File: src/rtl/res_packer.sv
// ============================================================================
// Module  : res_packer
// Brief   : Packs RES_WIDTH MAC results into DATA_WIDTH AXI-Stream words in
//           bursts. Optional stall counter: define RES_PACKER_STALL_CNT_EN.
// Revision: 1.0
// ============================================================================
`default_nettype none

module res_packer #(
   parameter int DATA_WIDTH   = 64,
   parameter int RES_WIDTH    = 16,
   parameter int BURST_LENGTH = 15
) (
   input  logic                      clk,
   input  logic                      rstn,
   input  logic                      start,
   input  logic [31:0]               nburst,
   input  logic [RES_WIDTH-1:0]      res_data,
   input  logic                      res_valid,
   output logic                      res_ready,
   output logic [DATA_WIDTH-1:0]     m_axis_tdata,
   output logic [DATA_WIDTH/8-1:0]   m_axis_tstrb,
   output logic                      m_axis_tvalid,
   output logic                      m_axis_tlast,
   input  logic                      m_axis_tready,
   output logic                      idle,
   output logic                      done
`ifdef RES_PACKER_STALL_CNT_EN
   ,output logic [31:0]              stall_cnt
`endif
);

   localparam int LANES  = DATA_WIDTH / RES_WIDTH;
   localparam int LANE_W = (LANES > 1) ? $clog2(LANES) : 1;
   localparam int PACK_W = (LANES - 1) * RES_WIDTH;
   localparam int BEAT_W = (BURST_LENGTH > 0) ? $clog2(BURST_LENGTH + 1) : 1;

   localparam logic [LANE_W-1:0] C_LAST_LANE = LANE_W'(LANES - 1);
   localparam logic [BEAT_W-1:0] C_LAST_BEAT = BEAT_W'(BURST_LENGTH);

   typedef enum logic [1:0] {
      ST_IDLE  = 2'd0,
      ST_PACK  = 2'd1,
      ST_DRAIN = 2'd2
   } state_t;

   state_t                  state_q, state_d;
   logic [31:0]             nburst_q, nburst_d;
   logic [LANE_W-1:0]       lane_q, lane_d;
   logic [PACK_W-1:0]       pack_q, pack_d;
   logic [DATA_WIDTH-1:0]   data_q, data_d;
   logic                    valid_q, valid_d;
   logic                    last_q, last_d;
   logic [BEAT_W-1:0]       beat_q, beat_d;
   logic [31:0]             burst_q, burst_d;
   logic                    done_q, done_d;

   logic w_out_pop;
   logic w_accept;

   assign w_out_pop = valid_q && m_axis_tready;
   // The completing lane needs the output register free (or emptying this cycle).
   assign res_ready = (state_q == ST_PACK) &&
                      !((lane_q == C_LAST_LANE) && valid_q && !m_axis_tready);
   assign w_accept  = res_valid && res_ready;

   always_comb begin
      state_d  = state_q;
      nburst_d = nburst_q;
      lane_d   = lane_q;
      pack_d   = pack_q;
      data_d   = data_q;
      valid_d  = valid_q;
      last_d   = last_q;
      beat_d   = beat_q;
      burst_d  = burst_q;
      done_d   = 1'b0;

      if (w_out_pop) begin
         valid_d = 1'b0;
         last_d  = 1'b0;
      end

      case (state_q)
         ST_IDLE: begin
            if (start) begin
               nburst_d = nburst;
               lane_d   = '0;
               pack_d   = '0;
               beat_d   = '0;
               burst_d  = '0;
               if (nburst == 32'd0) begin
                  done_d = 1'b1;
               end else begin
                  state_d = ST_PACK;
               end
            end
         end
         ST_PACK: begin
            if (w_accept) begin
               if (lane_q == C_LAST_LANE) begin
                  data_d  = {res_data, pack_q};
                  valid_d = 1'b1;
                  last_d  = (beat_q == C_LAST_BEAT);
                  lane_d  = '0;
                  pack_d  = '0;
                  if (beat_q == C_LAST_BEAT) begin
                     beat_d  = '0;
                     burst_d = burst_q + 32'd1;
                     if (burst_q == nburst_q - 32'd1) begin
                        state_d = ST_DRAIN;
                     end
                  end else begin
                     beat_d = beat_q + BEAT_W'(1);
                  end
               end else begin
                  for (int k = 0; k < LANES - 1; k++) begin
                     if (lane_q == LANE_W'(k)) begin
                        pack_d[k*RES_WIDTH +: RES_WIDTH] = res_data;
                     end
                  end
                  lane_d = lane_q + LANE_W'(1);
               end
            end
         end
         ST_DRAIN: begin
            // Only the final word can be pending here.
            if (w_out_pop && last_q) begin
               state_d = ST_IDLE;
               done_d  = 1'b1;
            end
         end
         default: state_d = ST_IDLE;
      endcase
   end

   always_ff @(posedge clk) begin
      if (!rstn) begin
         state_q  <= ST_IDLE;
         nburst_q <= '0;
         lane_q   <= '0;
         pack_q   <= '0;
         data_q   <= '0;
         valid_q  <= 1'b0;
         last_q   <= 1'b0;
         beat_q   <= '0;
         burst_q  <= '0;
         done_q   <= 1'b0;
      end else begin
         state_q  <= state_d;
         nburst_q <= nburst_d;
         lane_q   <= lane_d;
         pack_q   <= pack_d;
         data_q   <= data_d;
         valid_q  <= valid_d;
         last_q   <= last_d;
         beat_q   <= beat_d;
         burst_q  <= burst_d;
         done_q   <= done_d;
      end
   end

   assign m_axis_tdata  = data_q;
   assign m_axis_tstrb  = {(DATA_WIDTH/8){valid_q}};
   assign m_axis_tvalid = valid_q;
   assign m_axis_tlast  = last_q;
   assign idle          = (state_q == ST_IDLE);
   assign done          = done_q;

`ifdef RES_PACKER_STALL_CNT_EN
   logic [31:0] stall_q, stall_d;

   always_comb begin
      stall_d = stall_q;
      if ((state_q == ST_IDLE) && start) begin
         stall_d = '0;
      end else if ((state_q != ST_IDLE) && valid_q && !m_axis_tready &&
                   (stall_q != 32'hFFFF_FFFF)) begin
         stall_d = stall_q + 32'd1;
      end
   end

   always_ff @(posedge clk) begin
      if (!rstn) begin
         stall_q <= '0;
      end else begin
         stall_q <= stall_d;
      end
   end

   assign stall_cnt = stall_q;
`endif

endmodule

`default_nettype wire

File: config.mk
export PLATFORM = sky130hd
export DESIGN_NAME = res_packer
export DESIGN_NICKNAME = d
export VERILOG_FILES = /design/src/rtl/res_packer.sv
export SDC_FILE = /design/constraint.sdc
export NUM_CORES = 1
export LEC_CHECK = 0
export BUFFER_PORTS_ARGS = -buffer_cell sky130_fd_sc_hd__buf_2
export CAP_MARGIN = 20
export CORE_MARGIN = 2
export CORE_UTILIZATION = 52
export CTS_CLUSTER_SIZE = 28
export DETAILED_ROUTE_END_ITERATION = 8
export GPL_TIMING_DRIVEN = 0
export HOLD_SLACK_MARGIN = 0.05
export PLACE_DENSITY = 0.74
export SLEW_MARGIN = 20
export SYNTH_ARGS = -nofsm -noshare
export SYNTH_HDL_FRONTEND = slang
export SYNTH_SLANG_ARGS = --single-unit
export TNS_END_PERCENT = 100
File: constraint.sdc
create_clock -name clk -period 7.9 [get_ports clk]
set_clock_uncertainty 0.2 [all_clocks]
set_input_delay 0.79 -clock clk [delete_from_list [all_inputs] [get_ports clk]]
set_output_delay 0.79 -clock clk [all_outputs]
set_load 0.1 [all_outputs]
# After elaboration in Yosys (flattened, before gate mapping)
# Index checks and enable logic that the tools add are counted.
[word_totals] ff_bits=187 inputBits=53
[classes] add_sub_neg=4 n_eq_ne=17 muxes=41 n_reduce_logical=21
[ops] operator="$mux W48" count=3
[ops] operator="$mux W32" count=4
[ops] operator="$pmux W48 S2" count=1
[ops] operator="$pmux W32 S2" count=1
[ops] operator="$mux W16" count=3
[ops] operator="$add A32 B1 Y32 const B" count=1
[ops] operator="$eq A32 B32 Y1" count=1
[ops] operator="$logic_not A32 Y1" count=1
[ops] operator="$sub A32 B1 Y32 const B" count=1
[ops] operator="$mux W2" count=10
[ops] operator="$mux W4" count=4
[ops] operator="$reduce_and A4 Y1" count=4
[ops] operator="$mux W1" count=11
[ops] operator="$ne A3 B1 Y1 const B" count=3
[ops] operator="$ne A2 B2 Y1 const B" count=4
[ops] operator="$pmux W4 S2" count=1
[ops] operator="$reduce_and A7 Y1" count=1
[ops] operator="$eq A2 B2 Y1 const B" count=3
[ops] operator="$logic_and A1 B1 Y1" count=6
[ops] operator="$ne A2 B1 Y1 const B" count=3
[ops] operator="$pmux W2 S3" count=1
[ops] operator="$reduce_and A3 Y1" count=2
[ops] operator="$reduce_and A5 Y1" count=1
[ops] operator="$add A4 B1 Y4 const B" count=1
[ops] operator="9 further kinds" count=12

# Longest topological paths before layout
# Gate-level depths: netlist of the first run.
[logic_depth] depth_word=8 ltp_mapped=11 depth_no_buf=10

# Worst setup path before layout of the first run
# Ideal clock, no wire load.
[synth_timing] path_type="reg-to-output" start="register valid_q (netlist: m_axis_tvalid)" end="output port res_ready" arrival_ps=2528 path_slack_ps=4382 stages_incl_launch_ff=3 n_path_buf=0 cell_sequence="dfxtp_1 > nor2b_1 > a21oi_1"
[synth_between] elab_chain_len=4
[synth_rtl] element="start: declaration" line="52" source="logic valid_q, valid_d;"
[synth_rtl] element="start signal: assignment" line="155" source="valid_q <= valid_d;"
[synth_rtl] element="$logic_and A1 B1 Y1 (2 in series)" line="64" source="!((lane_q == C_LAST_LANE) && valid_q && !m_axis_tready);"
[synth_rtl] element="$logic_not A1 Y1" line="64"
[synth_rtl] element="$logic_and A1 B1 Y1" line="63" source="assign res_ready = (state_q == ST_PACK) &&"
[synth_rtl] element="end: declaration" line="20" source="output logic res_ready,"
# No other way between the ends.

# Final worst setup path of the first run
[layout_timing] start="register nburst_q[0]" end="register state_q[0]"
[layout_between] elab_chain_len=4
[layout_rtl] element="start: declaration" line="48" source="logic [31:0] nburst_q, nburst_d;"
[layout_rtl] element="start signal: assignment" line="151" source="nburst_q <= nburst_d;"
[layout_rtl] element="$sub A32 B1 Y32" line="110" source="if (burst_q == nburst_q - 32'd1) begin"
[layout_rtl] element="$eq A32 B32 Y1" line="110"
[layout_rtl] element="$ne A2 B1 Y1 (no line)"
[layout_rtl] element="$reduce_and A7 Y1 (no line)"
[layout_rtl] element="end signal: assignment" line="150" source="state_q <= state_d;"
[layout_rtl] element="end: declaration" line="47" source="state_t state_q, state_d;"
# No other way between the ends.
# A chain may end at the register's enable or synchronous reset.

==> flow_summary_export.csv, run 1 <==
group,metric,value,unit
cts,path_clk_slew,70,ps
route,drt_iter0_drc,547,
worst_hold_path,hold_path_end,"m_axis_tdata[32]",
worst_setup_path,crit_required,8010,ps
worst_setup_path,critPathMaxFanout,9,
cts,htree_levels,4,
finish,antennaDiodeCount,0,
global_route,grt_pass1_vias,7070,
floorplanning,core_area,15940,µm²
sta,rsz0062_at_grt,"no",
placed_design,placed_area,9445,µm²
sta,setup_tns,0,ps
worst_hold_path,hp-start,"m_axis_tdata[32]",
synthesis,ys_seq_elements,187,
cts,root_buffer,"clkbuf_16",
cts,cts_setup_buffers,0,
worst_setup_path,arrival,3260,ps
cts,clkLatencyLatePin,440,ps
worst_hold_path,min_path_cells,2,
finish,area_growth,17.12,%
worst_setup_path,cp_num_cells,10,
synthesis,synth-edff-count,0,
worst_setup_path,crit_type,"flip-flop to flip-flop",
cts,cts_buffer_depth,2,
worst_setup_path,end_kind,"flip-flop",
sta,hold_viol_final,0,
synthesis,synth.yosys.seq_area_share,43.86,%
floorplanning,rows,46,
route,drt_pass1_iterations,5,
worst_setup_path,r2r_start,"nburst_q[0]",
sta,holdWs,261.4,ps
worst_setup_path,crit_family,"simple AND/OR/NAND/NOR gates",
cts,cts-resized-gates,0,
sta,worst_slew_pin_slew,778.4,ps
worst_setup_path,cp_num_buf_inv,2,
worst_setup_path,regToRegSetupSlack,4750,ps
synthesis,syn-num-nets,1066,
sta,period_share,39.92,%
floorplanning,die_w,132.1,µm
placed_design,gp_congestion,0.8900,
finish,final_cell_area,9996,µm²
finish,drive_above_1_share,16.12,%
worst_setup_path,cp_slowest_cell,"nor4_2",
sta,maxSlewViolCount,0,
synthesis,async_reset_ff_share,0,%
sta,setup_viol,0,
floorplanning,io_pins,130,
floorplanning,start_util,53.53,%
worst_setup_path,cp-start-kind,"flip-flop",
route,vias_per_cell,5.504,
global_route,grt_max_degree,18,
route,drt_wl_total,23.38,mm
global_route,grt_overflow,0,
status,status,"finished, final reports clean",
sta,post-route-min-period,3154,ps
finish,nets,1213,
route,vias,7607,
global_route,antenna_found_initial,0,
synthesis,synthFlopType,"dfxtp_1",
route,ant_nets,0,
synthesis,syn_area,8534,µm²
global_route,grt_pass1_wl,36.60,mm
worst_setup_path,ff2ff_path_depth,10,
run,maxCapViolCount,0,
cts,clock_sinks,187,
sta,max_freq,0.3171,GHz
worst_setup_path,worstPathCellList,"inv_1, ha_1, buf_2, nor3b_1, nand4_1, or2_2, o31ai_1, nand4_1, nor4_2, o21ai_1",
route,drc,0,
worst_setup_path,slowest_delay,500,ps
power_and_ir_drop,power_density,203.8,nW/µm²
cts,cts_tree,"yes",
sta,slew-limit-headroom,47.63,%
worst_setup_path,crit_path_frequent_cell,"nand4_1",
synthesis,syn_avg_cell_area,8.484,µm²
worst_setup_path,r2r_end,"state_q[0]",
placed_design,port_buffers,128,
global_route,grt_util_all_layers,26.55,%
floorplanning,dieArea,17450,µm²
floorplanning,die_h,132.1,µm
cts,cts_made_buffers,17,
route,wl_per_cell,16.92,µm
power_and_ir_drop,ir_drop,0.1802,mV
worst_hold_path,hp-class,"flip-flop to flip-flop",
synthesis,synth_cell_types,66,
placed_design,dp_hpwl,17.53,mm
synthesis,ys_warn_count,0,
synthesis,syn-instance-count,1006,
power_and_ir_drop,power.leakage,3.811,nW
cts,cts_hold_buffers,0,
[power by group]
group | total (W) | internal [W] | switching, W | leakage, nW
logic | 0.000244 | 0.0000905 | 0.000153 | 2.04
clock network | 0.000813 | 0.000420 | 0.000393 | 0.259
registers | 0.000981 | 0.000959 | 0.0000220 | 1.51
total | 0.00204 | 0.00147 | 0.000568 | 3.81
[layout by cell type (no fill, tap or decap), types with 4 or more instances in the layout]
cell        count
o21ai_0         9
nor2b_1        53
and3_1         13
nor2_1         47
dfxtp_1       187
clkinvlp_4      4
and4_1          4
o21ai_1         4
nor3_1         15
nand4_1        10
buf_2         130
nor4_1         16
clkbuf_16      17
inv_1           9
nand3_1        20
xor2_1         40
a21boi_0      101
nand2_1       233
nor3b_1         5
a21oi_1        15
and2_1          9
clkbuf_1       51
xnor2_1        28
buf_1           7
buf_4           8
ha_1            7
a22oi_1        50
[worst min-delay path, cell delays in order, from the launching register on]
cell	delay, ps
dfxtp_1	310
nand2_1	50
a21boi_0	60
[worst max path at each step]
stage | from | to | slack [ps]
after floorplan | m_axis_tvalid | res_ready | 4380
after global routing | nburst_q[0] | state_q[0] | 4580
after CTS | nburst_q[0] | state_q[0] | 4820
after detailed placement | start | pack_q[28] | 4710
final | nburst_q[0] | state_q[0] | 4750
after global placement | start | pack_q[6] | 4740
[synth_stat cells (4+ instances only)]
cell / number / share of area, %
nor4_1: 16 / 1.2
buf_4: 8 / 0.70
nor2b_1: 53 / 3.9
nand3_1: 20 / 1.2
nor3_1: 15 / 0.88
nor3b_1: 5 / 0.44
a21boi_0: 101 / 8.9
clkbuf_1: 49 / 2.2
and4_1: 4 / 0.41
dfxtp_1: 187 / 44
buf_1: 7 / 0.31
ha_1: 7 / 1.0
xnor2_1: 28 / 2.9
o21ai_0: 9 / 0.53
nor2_1: 47 / 2.1
inv_1: 9 / 0.40
o21ai_1: 4 / 0.23
nand2_1: 233 / 10
and2_1: 9 / 0.66
a21oi_1: 15 / 0.88
a22oi_1: 50 / 4.4
nand4_1: 10 / 0.73
and3_1: 13 / 0.95
xor2_1: 40 / 4.1
[logic make-up (layout without fill, tap and decap cells)]
family          after synthesis  count (layout)  synth area share (%)
simple gates                455             455                 25.95
compound gates              208             208                 17.75
flops                       187             187                 43.86
buf+inv                      77             237                 3.944
xor+xnor                     68              68                 6.979
fa+ha+maj                     7               7                 1.026
mux                           4               4                0.4838
[metal layers]
metal | up-vias | wire, µm | GRT usage, %
met2 | 239 | 11380 | 45.43
met5 | - | 0 | 0
li1 | 3729 | - | -
met1 | 3595 | 9910 | 33.00
met4 | 0 | 606 | 9.722
met3 | 44 | 1481 | 5.613
[layout make-up]
| type | count | area [µm²] |
|---|---|---|
| repair buffers | 128 | 640.6 |
| inverters | 9 | 33.78 |
| clock buffers | 20 | 446.7 |
| clock inverters | 12 | 103.9 |
| multi-input cells | 742 | 4454 |
| plain buffers | 68 | 302.8 |
| flip-flops and latches | 187 | 3744 |
| well taps | 216 | 270.3 |
| fillers | 1448 | 5947 |
[state kept, by name, indices dropped and copies added, names as in the netlist]
register and cells:
beat_q 4, burst_q 32, done 1, lane_q 2, m_axis_tdata 64, m_axis_tlast 1, m_axis_tvalid 1, nburst_q 32
pack_q 48, state_q 2
[per-stage QoR]
step / util, % / power, W / std cells / worst slack, ps
after floorplan: - / 0.001163 / 1006 / 4382
after global placement: 59.25 / 0.001237 / 1350 / 4741
after detailed placement: 59.25 / 0.001242 / 1350 / 4709
after CTS: 62.70 / 0.002038 / 1382 / 4819
after global routing: 62.70 / 0.002108 / 1382 / 4576
final: 62.70 / 0.002038 / 1382 / 4746
Power figures use the tool's default switching activity.
==> run 2, diff against run 1 <==
--- a/config.mk
+++ b/config.mk
@@ -8,12 +8,12 @@
 export BUFFER_PORTS_ARGS = -buffer_cell sky130_fd_sc_hd__buf_2
 export CAP_MARGIN = 20
 export CORE_MARGIN = 2
-export CORE_UTILIZATION = 52
+export CORE_UTILIZATION = 51
 export CTS_CLUSTER_SIZE = 28
 export DETAILED_ROUTE_END_ITERATION = 8
 export GPL_TIMING_DRIVEN = 0
 export HOLD_SLACK_MARGIN = 0.05
-export PLACE_DENSITY = 0.74
+export PLACE_DENSITY = 0.76
 export SLEW_MARGIN = 20
 export SYNTH_ARGS = -nofsm -noshare
 export SYNTH_HDL_FRONTEND = slang
==> constraint.sdc (replaced) <==
create_clock -name clk -period 2.8 [get_ports clk]
set_clock_uncertainty 0.2 [all_clocks]
set_input_delay 0.28 -clock clk [delete_from_list [all_inputs] [get_ports clk]]
set_output_delay 0.28 -clock clk [all_outputs]
set_load 0.1 [all_outputs]
==> flow_summary_export.csv, run 2 (same netlist as run 1, synthesis figures left out) <==
group,metric,value,unit
cts,path_clk_slew,70,ps
power_and_ir_drop,seq_power_share,46.4,%
floorplanning,io_pins,130,
run,maxCapViolCount,0,
power_and_ir_drop,switching_share,27.64,%
sta,setup_viol,0,
worst_setup_path,crit_required,2900,ps
cts,clkLatencyLatePin,430,ps
route,drt_wl_total,24.29,mm
worst_setup_path,slowest_delay,410,ps
worst_setup_path,critPathMaxFanout,8,
finish,drive_above_1_share,18.56,%
sta,period_share,99.21,%
cts,clock_sinks,187,
global_route,grt_max_degree,19,
power_and_ir_drop,intPower,0.004335,W
worst_hold_path,hp-class,"input pin to flip-flop",
power_and_ir_drop,ir_drop,0.4380,mV
route,vias,7900,
finish,layout_common_cells,"232 x nand2_1, 180 x dfxtp_1, 129 x buf_2",
floorplanning,die_w,133.4,µm
global_route,grt_pass1_wl,38.23,mm
placed_design,gp_congestion,0.9245,
power_and_ir_drop,power.leakage,4.134,nW
cts,cts_buffer_depth,2,
power_and_ir_drop,comb_power_share,13.0,%
global_route,grt_overflow,0,
sta,slew-limit-headroom,45.89,%
worst_hold_path,min_path_cells,2,
worst_setup_path,ff2ff_path_depth,8,
cts,cts_tree,"yes",
worst_setup_path,crit_path_frequent_cell,"and3_1",
sta,worst_slew_pin_slew,804.3,ps
worst_setup_path,arrival,2870,ps
floorplanning,start_util,51.83,%
power_and_ir_drop,clkPwrFrac,40.6,%
status,status,"finished, final reports clean",
power_and_ir_drop,power_density,559.5,nW/µm²
finish,area_growth,25.45,%
placed_design,dp_hpwl,17.10,mm
sta,post-route-min-period,2778,ps
sta,max_freq,0.3600,GHz
floorplanning,core_area,16470,µm²
route,ant_nets,0,
worst_setup_path,crit_type,"flip-flop to flip-flop",
cts,htree_levels,4,
finish,final_common_cell,"nand2_1",
route,drt_pass1_iterations,5,
route,wl_per_cell,16.89,µm
worst_setup_path,r2r_start,"state_q[1]",
finish,fin_cells,1438,
worst_setup_path,cp_slowest_cell,"dfxtp_1",
worst_setup_path,worstPathCellList,"and2b_1, nand3_1, a211oi_2, and3_2, and3_1, and3_1, xnor2_1, nor2_1",
placed_design,port_buffers,128,
global_route,grt_util_all_layers,27.05,%
finish,nets,1265,
floorplanning,rows,47,
sta,setup_tns,0,ps
global_route,grt_pass1_vias,7642,
floorplanning,die_h,133.4,µm
route,drt_iter0_drc,622,
route,vias_per_cell,5.494,
sta,hold_viol_final,0,
cts,cts_made_buffers,17,
cts,root_buffer,"clkbuf_16",
route,drc,0,
worst_setup_path,cp-start-kind,"flip-flop",
finish,largest_reg_flops,64,
worst_setup_path,end_kind,"flip-flop",
finish,antennaDiodeCount,0,
sta,maxSlewViolCount,0,
power_and_ir_drop,p_switching,0.001656,W
placed_design,dp_cells,1354,
global_route,antenna_found_initial,0,
worst_setup_path,startpoint,"state_q[1]",
worst_hold_path,hp-start,"rstn",
floorplanning,dieArea,17780,µm²
-- run 2: routing by layer --
| layer | vias up | routed length (µm) | GRT usage, % |
|---|---|---|---|
| li1 | 3850 | - | - |
| met5 | - | 0 | 0 |
| met3 | 59 | 1278 | 5.860 |
| met2 | 245 | 12040 | 47.37 |
| met1 | 3746 | 10020 | 31.77 |
| met4 | 0 | 954 | 12.17 |
-- run 2: cell type report --
type                       count  area [µm²]
fill                        1398        5759
multi-input combinational    742        4573
sequential                   187        3752
timing repair buffer         182        1169
clock buffer                  19       442.9
buffer                        66       306.5
tap                          220       275.3
clock inverter                13       153.9
inverter                       9       33.78
-- run 2: metrics by stage --
stage                     power (W)  hold slack (ps)  setup slack (ps)  utilization, %  area (µm²)
after CTS                  0.005950            86.71            0.1812           64.38       10600
after detailed placement   0.003492            254.0            -139.9           57.47        9463
final                      0.005990            84.79             22.12           65.02       10710
after floorplan            0.003283            224.9             165.8               -        8547
after global placement     0.003483            248.9            -118.9           57.47        9463
after global routing       0.006195            82.11            -71.76           65.02       10710
-- run 2: path summary, 6_finish.rpt --
kind              slack (ps)          endpoint
setup / recovery          20       burst_q[31]
setup reg to reg          20       burst_q[31]
hold reg to reg          260  m_axis_tdata[32]
hold / removal            80       nburst_q[2]
-- run 2: power by group through the flow --
| stage | clock (W) | sequential, W | combinational [W] |
|---|---|---|---|
| floorplan | 0 | 0.00281 | 0.000473 |
| global placement | 0 | 0.00283 | 0.000656 |
| detailed placement | 0 | 0.00283 | 0.000663 |
| CTS | 0.00245 | 0.00277 | 0.000730 |
| global route | 0.00258 | 0.00278 | 0.000837 |
| finish | 0.00243 | 0.00278 | 0.000777 |
-- run 2: worst max-delay path: cells and delay by family, from the launching register on --
| kind | cells | cell delay (ps) |
|---|---|---|
| xor gates and xnor gates | 1 | 120 |
| and+or+nand+nor | 6 | 1520 |
| AOI/OAI and AO/OA | 1 | 390 |
| DFF | 1 | 410 |
-- run 2: what timing repair did --
action                                  4_1_cts  5_1_grt
hold buffers                                 49        0
setup buffers                                 2        3
endpoints found under the setup margin       35       83
gates resized for setup                       9       33
pin swaps                                     1        8
endpoints found under the hold margin        92        0
